**src/rtl/i2s_pkg.sv**
```systemverilog
// Shared types and helpers for the multi-channel I2S/TDM transmitter.
package i2s_pkg;

  // Serial framing: standard I2S (one-bit data delay) or left-justified.
  typedef enum logic [0:0] {
    I2S_STD = 1'b0,
    I2S_LJ  = 1'b1
  } i2s_mode_e;

  // Number of bit clocks in one complete frame.
  function automatic int frame_bits(input int slot_w, input int num_ch);
    return slot_w * num_ch;
  endfunction

endpackage

```
**src/rtl/i2s_clk_div.sv**
```systemverilog
// Bit-clock generator: divides clk into bclk_o and flags the clk cycle
// in which bclk_o is about to rise or fall.
module i2s_clk_div #(
  parameter int BCLK_DIV = 2
) (
  input  logic clk,
  input  logic rst,
  input  logic en_i,
  output logic bclk_o,
  output logic rise_o,
  output logic fall_o
);

  localparam int DIV_W = (BCLK_DIV > 1) ? $clog2(BCLK_DIV) : 1;

  logic [DIV_W-1:0] cnt_q, cnt_d;
  logic             bclk_q, bclk_d;
  logic             wrap;

  assign wrap   = en_i && (cnt_q == DIV_W'(BCLK_DIV - 1));
  assign bclk_o = bclk_q;
  assign rise_o = wrap && !bclk_q;
  assign fall_o = wrap && bclk_q;

  // Half-period counter; bclk toggles on wrap, everything parks at 0 when disabled.
  always_comb begin
    cnt_d  = cnt_q;
    bclk_d = bclk_q;
    if (!en_i) begin
      cnt_d  = '0;
      bclk_d = 1'b0;
    end else if (wrap) begin
      cnt_d  = '0;
      bclk_d = ~bclk_q;
    end else begin
      cnt_d = cnt_q + DIV_W'(1);
    end
  end

  // Divider state registers.
  always_ff @(posedge clk or posedge rst) begin
    if (rst) begin
      cnt_q  <= '0;
      bclk_q <= 1'b0;
    end else begin
      cnt_q  <= cnt_d;
      bclk_q <= bclk_d;
    end
  end

endmodule

```
**src/rtl/i2s_tx_multi.sv**
```systemverilog
// Multi-channel I2S/TDM transmitter: one-frame holding buffer, frame
// shift register, bit counter and frame-sync generation.
module i2s_tx_multi
  import i2s_pkg::*;
#(
  parameter int        DATA_W   = 24,
  parameter int        SLOT_W   = 32,
  parameter int        NUM_CH   = 2,
  parameter int        BCLK_DIV = 2,
  parameter i2s_mode_e MODE     = I2S_STD
) (
  input  logic                     clk,
  input  logic                     rst,
  input  logic                     en_i,
  input  logic [NUM_CH*DATA_W-1:0] data_i,
  input  logic                     valid_i,
  output logic                     ready_o,
  output logic                     bclk_o,
  output logic                     lrclk_o,
  output logic                     sdata_o,
  output logic                     frame_o,
  output logic                     underrun_o,
  input  logic                     underrun_clr_i
);

  localparam int FRAME_BITS = frame_bits(SLOT_W, NUM_CH);
  localparam int HALF_BITS  = FRAME_BITS / 2;
  localparam int CNT_W      = $clog2(FRAME_BITS);

  logic                     fall;
  logic                     rise_unused;
  logic                     load;
  logic                     xfer;
  logic                     cur_bit;
  logic [FRAME_BITS-1:0]    fmt;
  logic [FRAME_BITS-1:0]    src;

  logic [NUM_CH*DATA_W-1:0] buf_q, buf_d;
  logic                     full_q, full_d;
  logic [FRAME_BITS-1:0]    shreg_q, shreg_d;
  logic [CNT_W-1:0]         cnt_q, cnt_d;
  logic                     lrclk_q, lrclk_d;
  logic                     sdata_q, sdata_d;
  logic                     dly_q, dly_d;
  logic                     frame_q, frame_d;
  logic                     underrun_q, underrun_d;

  // All serial outputs move on the falling strobe, so the rise strobe is not needed here.
  i2s_clk_div #(
    .BCLK_DIV (BCLK_DIV)
  ) u_clk_div (
    .clk    (clk),
    .rst    (rst),
    .en_i   (en_i),
    .bclk_o (bclk_o),
    .rise_o (rise_unused),
    .fall_o (fall)
  );

  assign load       = fall && (cnt_q == '0);
  assign xfer       = valid_i && !full_q;
  assign src        = load ? fmt : shreg_q;
  assign cur_bit    = src[FRAME_BITS-1];
  assign ready_o    = !full_q;
  assign lrclk_o    = lrclk_q;
  assign sdata_o    = sdata_q;
  assign frame_o    = frame_q;
  assign underrun_o = underrun_q;

  // Lay the buffered channels out as MSB-first slots, zero-padded; an empty buffer sends silence.
  always_comb begin
    fmt = '0;
    for (int c = 0; c < NUM_CH; c++) begin
      fmt[FRAME_BITS-1-c*SLOT_W -: DATA_W] = full_q ? buf_q[c*DATA_W +: DATA_W] : '0;
    end
  end

  // Next-state for serialiser, frame sync, holding buffer and underrun flag.
  always_comb begin
    buf_d      = buf_q;
    full_d     = full_q;
    shreg_d    = shreg_q;
    cnt_d      = cnt_q;
    lrclk_d    = lrclk_q;
    sdata_d    = sdata_q;
    dly_d      = dly_q;
    underrun_d = underrun_q;
    frame_d    = load;

    if (!en_i) begin
      cnt_d   = '0;
      lrclk_d = 1'b0;
      sdata_d = 1'b0;
      dly_d   = 1'b0;
    end else if (fall) begin
      shreg_d = src << 1;
      cnt_d   = (cnt_q == CNT_W'(FRAME_BITS - 1)) ? '0 : cnt_q + CNT_W'(1);
      lrclk_d = (cnt_q >= CNT_W'(HALF_BITS));
      if (MODE == I2S_STD) begin
        sdata_d = dly_q;
        dly_d   = cur_bit;
      end else begin
        sdata_d = cur_bit;
      end
    end

    if (load) full_d = 1'b0;
    if (xfer) begin
      full_d = 1'b1;
      buf_d  = data_i;
    end

    if (underrun_clr_i) underrun_d = 1'b0;
    if (load && !full_q) underrun_d = 1'b1;
  end

  // State registers; reset drops both the buffered frame and the frame in flight.
  always_ff @(posedge clk or posedge rst) begin
    if (rst) begin
      buf_q      <= '0;
      full_q     <= 1'b0;
      shreg_q    <= '0;
      cnt_q      <= '0;
      lrclk_q    <= 1'b0;
      sdata_q    <= 1'b0;
      dly_q      <= 1'b0;
      frame_q    <= 1'b0;
      underrun_q <= 1'b0;
    end else begin
      buf_q      <= buf_d;
      full_q     <= full_d;
      shreg_q    <= shreg_d;
      cnt_q      <= cnt_d;
      lrclk_q    <= lrclk_d;
      sdata_q    <= sdata_d;
      dly_q      <= dly_d;
      frame_q    <= frame_d;
      underrun_q <= underrun_d;
    end
  end

endmodule

```
**config.mk**
```make
export PLATFORM = sky130hd
export DESIGN_NAME = i2s_tx_multi
export DESIGN_NICKNAME = d
export VERILOG_FILES = /design/src/rtl/i2s_pkg.sv /design/src/rtl/i2s_clk_div.sv /design/src/rtl/i2s_tx_multi.sv
export SDC_FILE = /design/constraint.sdc
export NUM_CORES = 1
export LEC_CHECK = 0
export BUFFER_PORTS_ARGS = -buffer_cell sky130_fd_sc_hd__buf_2
export CAP_MARGIN = 20
export CORE_MARGIN = 2
export CORE_UTILIZATION = 40
export DETAILED_ROUTE_END_ITERATION = 8
export HOLD_SLACK_MARGIN = 0.02
export PLACE_DENSITY_LB_ADDON = 0.25
export SYNTH_ARGS = -nofsm -noshare
export SYNTH_HDL_FRONTEND = slang
export SYNTH_SLANG_ARGS = --single-unit
export TNS_END_PERCENT = 5
```
**constraint.sdc**
```tcl
create_clock -name clk -period 4.8 [get_ports clk]
set_input_delay 1.2 -clock clk [delete_from_list [all_inputs] [get_ports clk]]
set_output_delay 1.2 -clock clk [all_outputs]
set_load 0.02 [all_outputs]
```
---- After elaboration in Yosys (flattened, before gate mapping) ----
Index checks and enable logic that the tools add are counted.
cells by class
  eq/ne operators ......................... 3
  mux-type cells .......................... 20
  add/subtract/negate cells ............... 2
  bitwise gates (word level) .............. 1
  $lt $le $gt $ge ......................... 1
  reduce and logical (&&, ||, !) cells .... 10
operator list
  kind                 number
  $mux 64              1
  $mux 24              2
  $mux 6               3
  $mux 1               14
  $add 6x1->6 const B  1
  $eq 6x6->1 const B   1
  $ge 6x6->1 const B   1
  $logic_not 6->1      1
  $logic_and 1x1->1    5
  $ne 2x1->1 const B   2
  $reduce_bool 2->1    2
  $reduce_and 2->1     1
  $add 1x1->1 const B  1
  $logic_not 1->1      1
  $not 1->1            1
storage, ports and cells
  bits in registers ....................... 125
  word-level logic and storage cells ...... 48
  output and inout port bits .............. 6
  input port bits ......................... 53

---- Longest topological paths before layout ----
  word-level depth ........................ 6
  depth in mapped cells ................... 7
  depth with buffers taken out ............ 5

---- Hierarchy ----
From an unflattened synthesis, not the netlist that was laid out.
second synthesis, totals
  cell total of the unflattened synthesis .. 482
  area total of the unflattened synthesis .. 5,185.0 sq um
modules (own cells, without submodules)
  module        area an instance (sq um)  instances  cells each  seq. area each (sq um)
  i2s_tx_multi  5,092.4                   1          473         2,877.8
  i2s_clk_div   92.6                      1          9           50.0

---- Worst setup path before layout ----
No wires, ideal clock.
  path kind ............................... input -> register
  start ................................... input valid_i
  end ..................................... register buf_q[21]
  buffers on the path ..................... 2
  data required time ...................... 4.675 ns
  setup slack ............................. 2.604 ns
  setup time .............................. 0.125 ns
  arrival time ............................ 2.071 ns
  cell stages on the path ................. 4
  path through ............................ nor2b_1 buf_4 buf_4 mux2_2
between the ends
  cells in the longest elaborated chain, start to end .. 1
RTL lines
  what                    line                 source
  start: declaration      i2s_tx_multi.sv:16   input logic valid_i,
  $logic_and 1x1->1       i2s_tx_multi.sv:61   assign xfer = valid_i && !full_q;
  end signal: assignment  i2s_tx_multi.sv:130  buf_q <= buf_d;
  end: declaration        i2s_tx_multi.sv:38   logic [NUM_CH*DATA_W-1:0] buf_q, buf_d;
Every way passes these cells.
A chain may end at the register's enable or synchronous reset.

---- Final worst setup path ----
  start ................................... register full_q
  end ..................................... output ready_o
between the ends
  cells in the longest elaborated chain, start to end .. 1
RTL lines
  what                      line                 source
  start: declaration        i2s_tx_multi.sv:39   logic full_q, full_d;
  start signal: assignment  i2s_tx_multi.sv:131  full_q <= full_d;
  $logic_not 1->1           i2s_tx_multi.sv:64   assign ready_o = !full_q;
  end: declaration          i2s_tx_multi.sv:17   output logic ready_o,
Every way passes these cells.

==> impl_metrics.json <==
{
  "setup_viol": 0,
  "holdPathEnd": "shreg_q[34]",
  "status": "complete, no violations",
  "start_kind": "flip-flop",
  "place.gp.congestion": 0.763,
  "overflow": 0,
  "num_rows": 41,
  "syn_inst": 480,
  "worst-slew-pin-transition_ns": 1.10,
  "dieHeight_um": 117,
  "ys_seq_area_share_pct": 57.1,
  "grt_pass1_vias": 3761,
  "drt-initial-drc-count": 235,
  "rsz0062_at_grt": "no",
  "synthFlopType": "dfrtp_1",
  "fin_util_pct": 48.1,
  "grt_max_degree": 60,
  "die_area_um2": 13700,
  "maxCapViolCount": 0,
  "critPathCaptureType": "output pin",
  "antenna_found_initial": 0,
  "reg2regPathDepth": 4,
  "skew_ns": 0.00653,
  "syn-cell-area_um2": 5130,
  "wl_um": 10900,
  "cts_buffer_depth": 2,
  "synth_compound_area_share_pct": 12.9,
  "ys_ff_latch": 117,
  "cts_resized": 0,
  "path_class": "flip-flop to output pin",
  "rr_endpoint": "buf_q[21]",
  "r2r-start": "full_q",
  "ios": 59,
  "hold_path_class": "flip-flop to flip-flop",
  "synthArstFlopShare_pct": 100,
  "cts_htree_levels": 4,
  "die_w_um": 117,
  "relSlewSlack_pct": 26.6,
  "muxShareOfSynthArea_pct": 10.5,
  "peakVddDrop_v": 0.000299,
  "synthSimpleGateAreaFrac_pct": 13.5,
  "route.detailed.drc": 0,
  "diodes": 0,
  "wl_per_cell_um": 15.5,
  "layout_min_cycle_time_ns": 2.39,
  "first_pass_iters": 4,
  "slew_viol_final": 0,
  "clk_pin_slew_ns": 0.05,
  "synthToLayoutAreaGrowth_pct": 17.8,
  "cts_setup_buffers": 0,
  "cts_hold_buf": 0,
  "hold_violations": 0,
  "power.density_nw_per_um2": 584,
  "synth_edf_count": 0,
  "worstHoldPathCells": 2,
  "synth.distinct_cells": 35,
  "cellLeakagePower_nw": 2.57,
  "worstHoldStart": "shreg_q[34]",
  "vias": 3773,
  "drive_gt1_share_pct": 28.4,
  "dp_hpwl_um": 6750,
  "final_antenna_net_count": 0,
  "required_ns": 3.60,
  "track_usage_pct": 17.4,
  "ys_warn_count": 0,
  "cts_buffers": 17,
  "cts_sinks": 117,
  "core_um2": 12600,
  "viasPerCell": 5.37,
  "timing.fmax_ghz": 0.418,
  "wl_met3_um": 432,
  "initial_core_util_pct": 40.8,
  "cp_data_arrival_time_ns": 1.19,
  "wl_met1_um": 5150,
  "synth_top_family_by_area": "simple AND/OR/NAND/NOR gates",
  "grt_pass1_wl_um": 18300,
  "synthAdderAreaFrac_pct": 0.488,
  "nNetsFinal": 575,
  "worst-path-max-fanout": 16,
  "synthXorXnorAreaFrac_pct": 0.512,
  "top_layer": "met4",
  "fin_crit_sh_pct": 49.8,
  "r2r_slack_ns": 2.45,
  "cts_tree": "built",
  "insertion_delay_ns": 0.41,
  "fin_tns_setup_ns": 0,
  "met2RoutedLength_um": 5090,
  "numPortBuffers": 58,
  "syn_area_per_cell_um2": 10.7,
  "cts_root_buffer": "clkbuf_16",
  "synth.net_count": 535
}
[synth_stat cells (2+ instances only)]
| library cell | instances | share of area [%] |
|---|---|---|
| nand4_1 | 47 | 5.7 |
| nor2b_1 | 2 | 0.24 |
| o21ai_1 | 20 | 2.0 |
| nor2_1 | 50 | 3.7 |
| buf_6 | 3 | 0.66 |
| o21ai_0 | 38 | 3.7 |
| o21a_1 | 2 | 0.29 |
| a21oi_1 | 6 | 0.59 |
| nand2_1 | 28 | 2.0 |
| dfrtp_1 | 117 | 57 |
| ha_1 | 2 | 0.49 |
| buf_2 | 19 | 1.9 |
| a31oi_1 | 47 | 5.7 |
| xnor2_1 | 2 | 0.34 |
| inv_1 | 6 | 0.44 |
| buf_4 | 4 | 0.59 |
| mux2_2 | 48 | 11 |
| clkbuf_1 | 19 | 1.4 |
| nand3_1 | 4 | 0.39 |
[placed cells by master (no fill, tap or decap), drive strengths merged, types with 2 or more instances in the layout]
master  netlist  layout
a21oi         6       6
a31oi        47      47
buf          26      66
clkbuf       19      26
clkinv        1       5
dfrtp       117     117
ha            2       2
inv           6       6
mux2         48      48
nand2        28      28
nand3         5       5
nand4        47      47
nor2         51      51
nor2b         2       2
nor3          2       2
o21a          2       2
o21ai        58      58
or3           2       2
xnor2         2       2
[state kept, by name, summed over array words and instances (netlist names)]
| register | count |
|---|---|
| frame_o | 1 |
| dly_q | 1 |
| underrun_o | 1 |
| buf_q | 48 |
| cnt_q | 6 |
| u_clk_div.bclk_o | 1 |
| sdata_o | 1 |
| shreg_q | 55 |
| u_clk_div.cnt_q | 1 |
| full_q | 1 |
| lrclk_o | 1 |
[routing by layer]
metal | track usage (%) | vias to the layer above
li1 | - | 1817
met2 | 26.2 | 77
met5 | 0 | -
met1 | 23.2 | 1864
met4 | 8.31 | 0
met3 | 5.15 | 15
[worst max-delay path, stage by stage (launching register included)]
cell and delay (ns):
dfrtp_2 0.54, inv_1 0.07, buf_2 0.16
[power breakdown]
group,switching [mW],internal (mW),leakage (nW)
Clock,0.412,0.731,0.272
Combinational,0.339,0.403,0.897
Sequential,0.235,1.41,1.41
Total,0.987,2.54,2.57
[kinds of logic after synthesis]
| family | after synthesis |
|---|---|
| flops | 117 |
| xor+xnor | 3 |
| simple gates | 141 |
| buf+inv | 52 |
| fa+ha+maj | 2 |
| compound gates | 117 |
| mux | 48 |
[per-stage QoR]
stage / power [mW] / instance area (um2) / hold WS, ns / setup WS (ns) / cells
2_1_floorplan: 2.20 / 5130 / 0.444 / 0.499 / 480
3_3_place_gp: 2.36 / 5490 / 0.464 / 2.03 / 672
3_5_place_dp: 2.41 / 5490 / 0.470 / 1.99 / 672
4_1_cts: 3.57 / 6030 / 0.482 / 2.39 / 702
5_1_grt: 3.75 / 6040 / 0.512 / 2.25 / 703
6_report: 3.53 / 6040 / 0.480 / 2.41 / 703
[layout make-up]
class,instances,area (um2)
fillers,1162,6530
flip-flops and latches,117,2930
multi-input cells,311,1970
clock buffers,26,519
repair buffers,66,358
well taps,172,215
inverters,7,28.8
clock inverters,4,20.0
[worst max-delay path by stage]
stage                         from     endpoint  cells after the start
after floorplan                rst     buf_q[0]                      1
after global placement        en_i  shreg_q[33]                      5
after detailed placement   valid_i    buf_q[21]                      4
after CTS                   full_q      ready_o                      2
after global routing      cnt_q[1]       full_q                      5
final                       full_q      ready_o                      2
No activity file was read; power rests on OpenSTA's default activity.
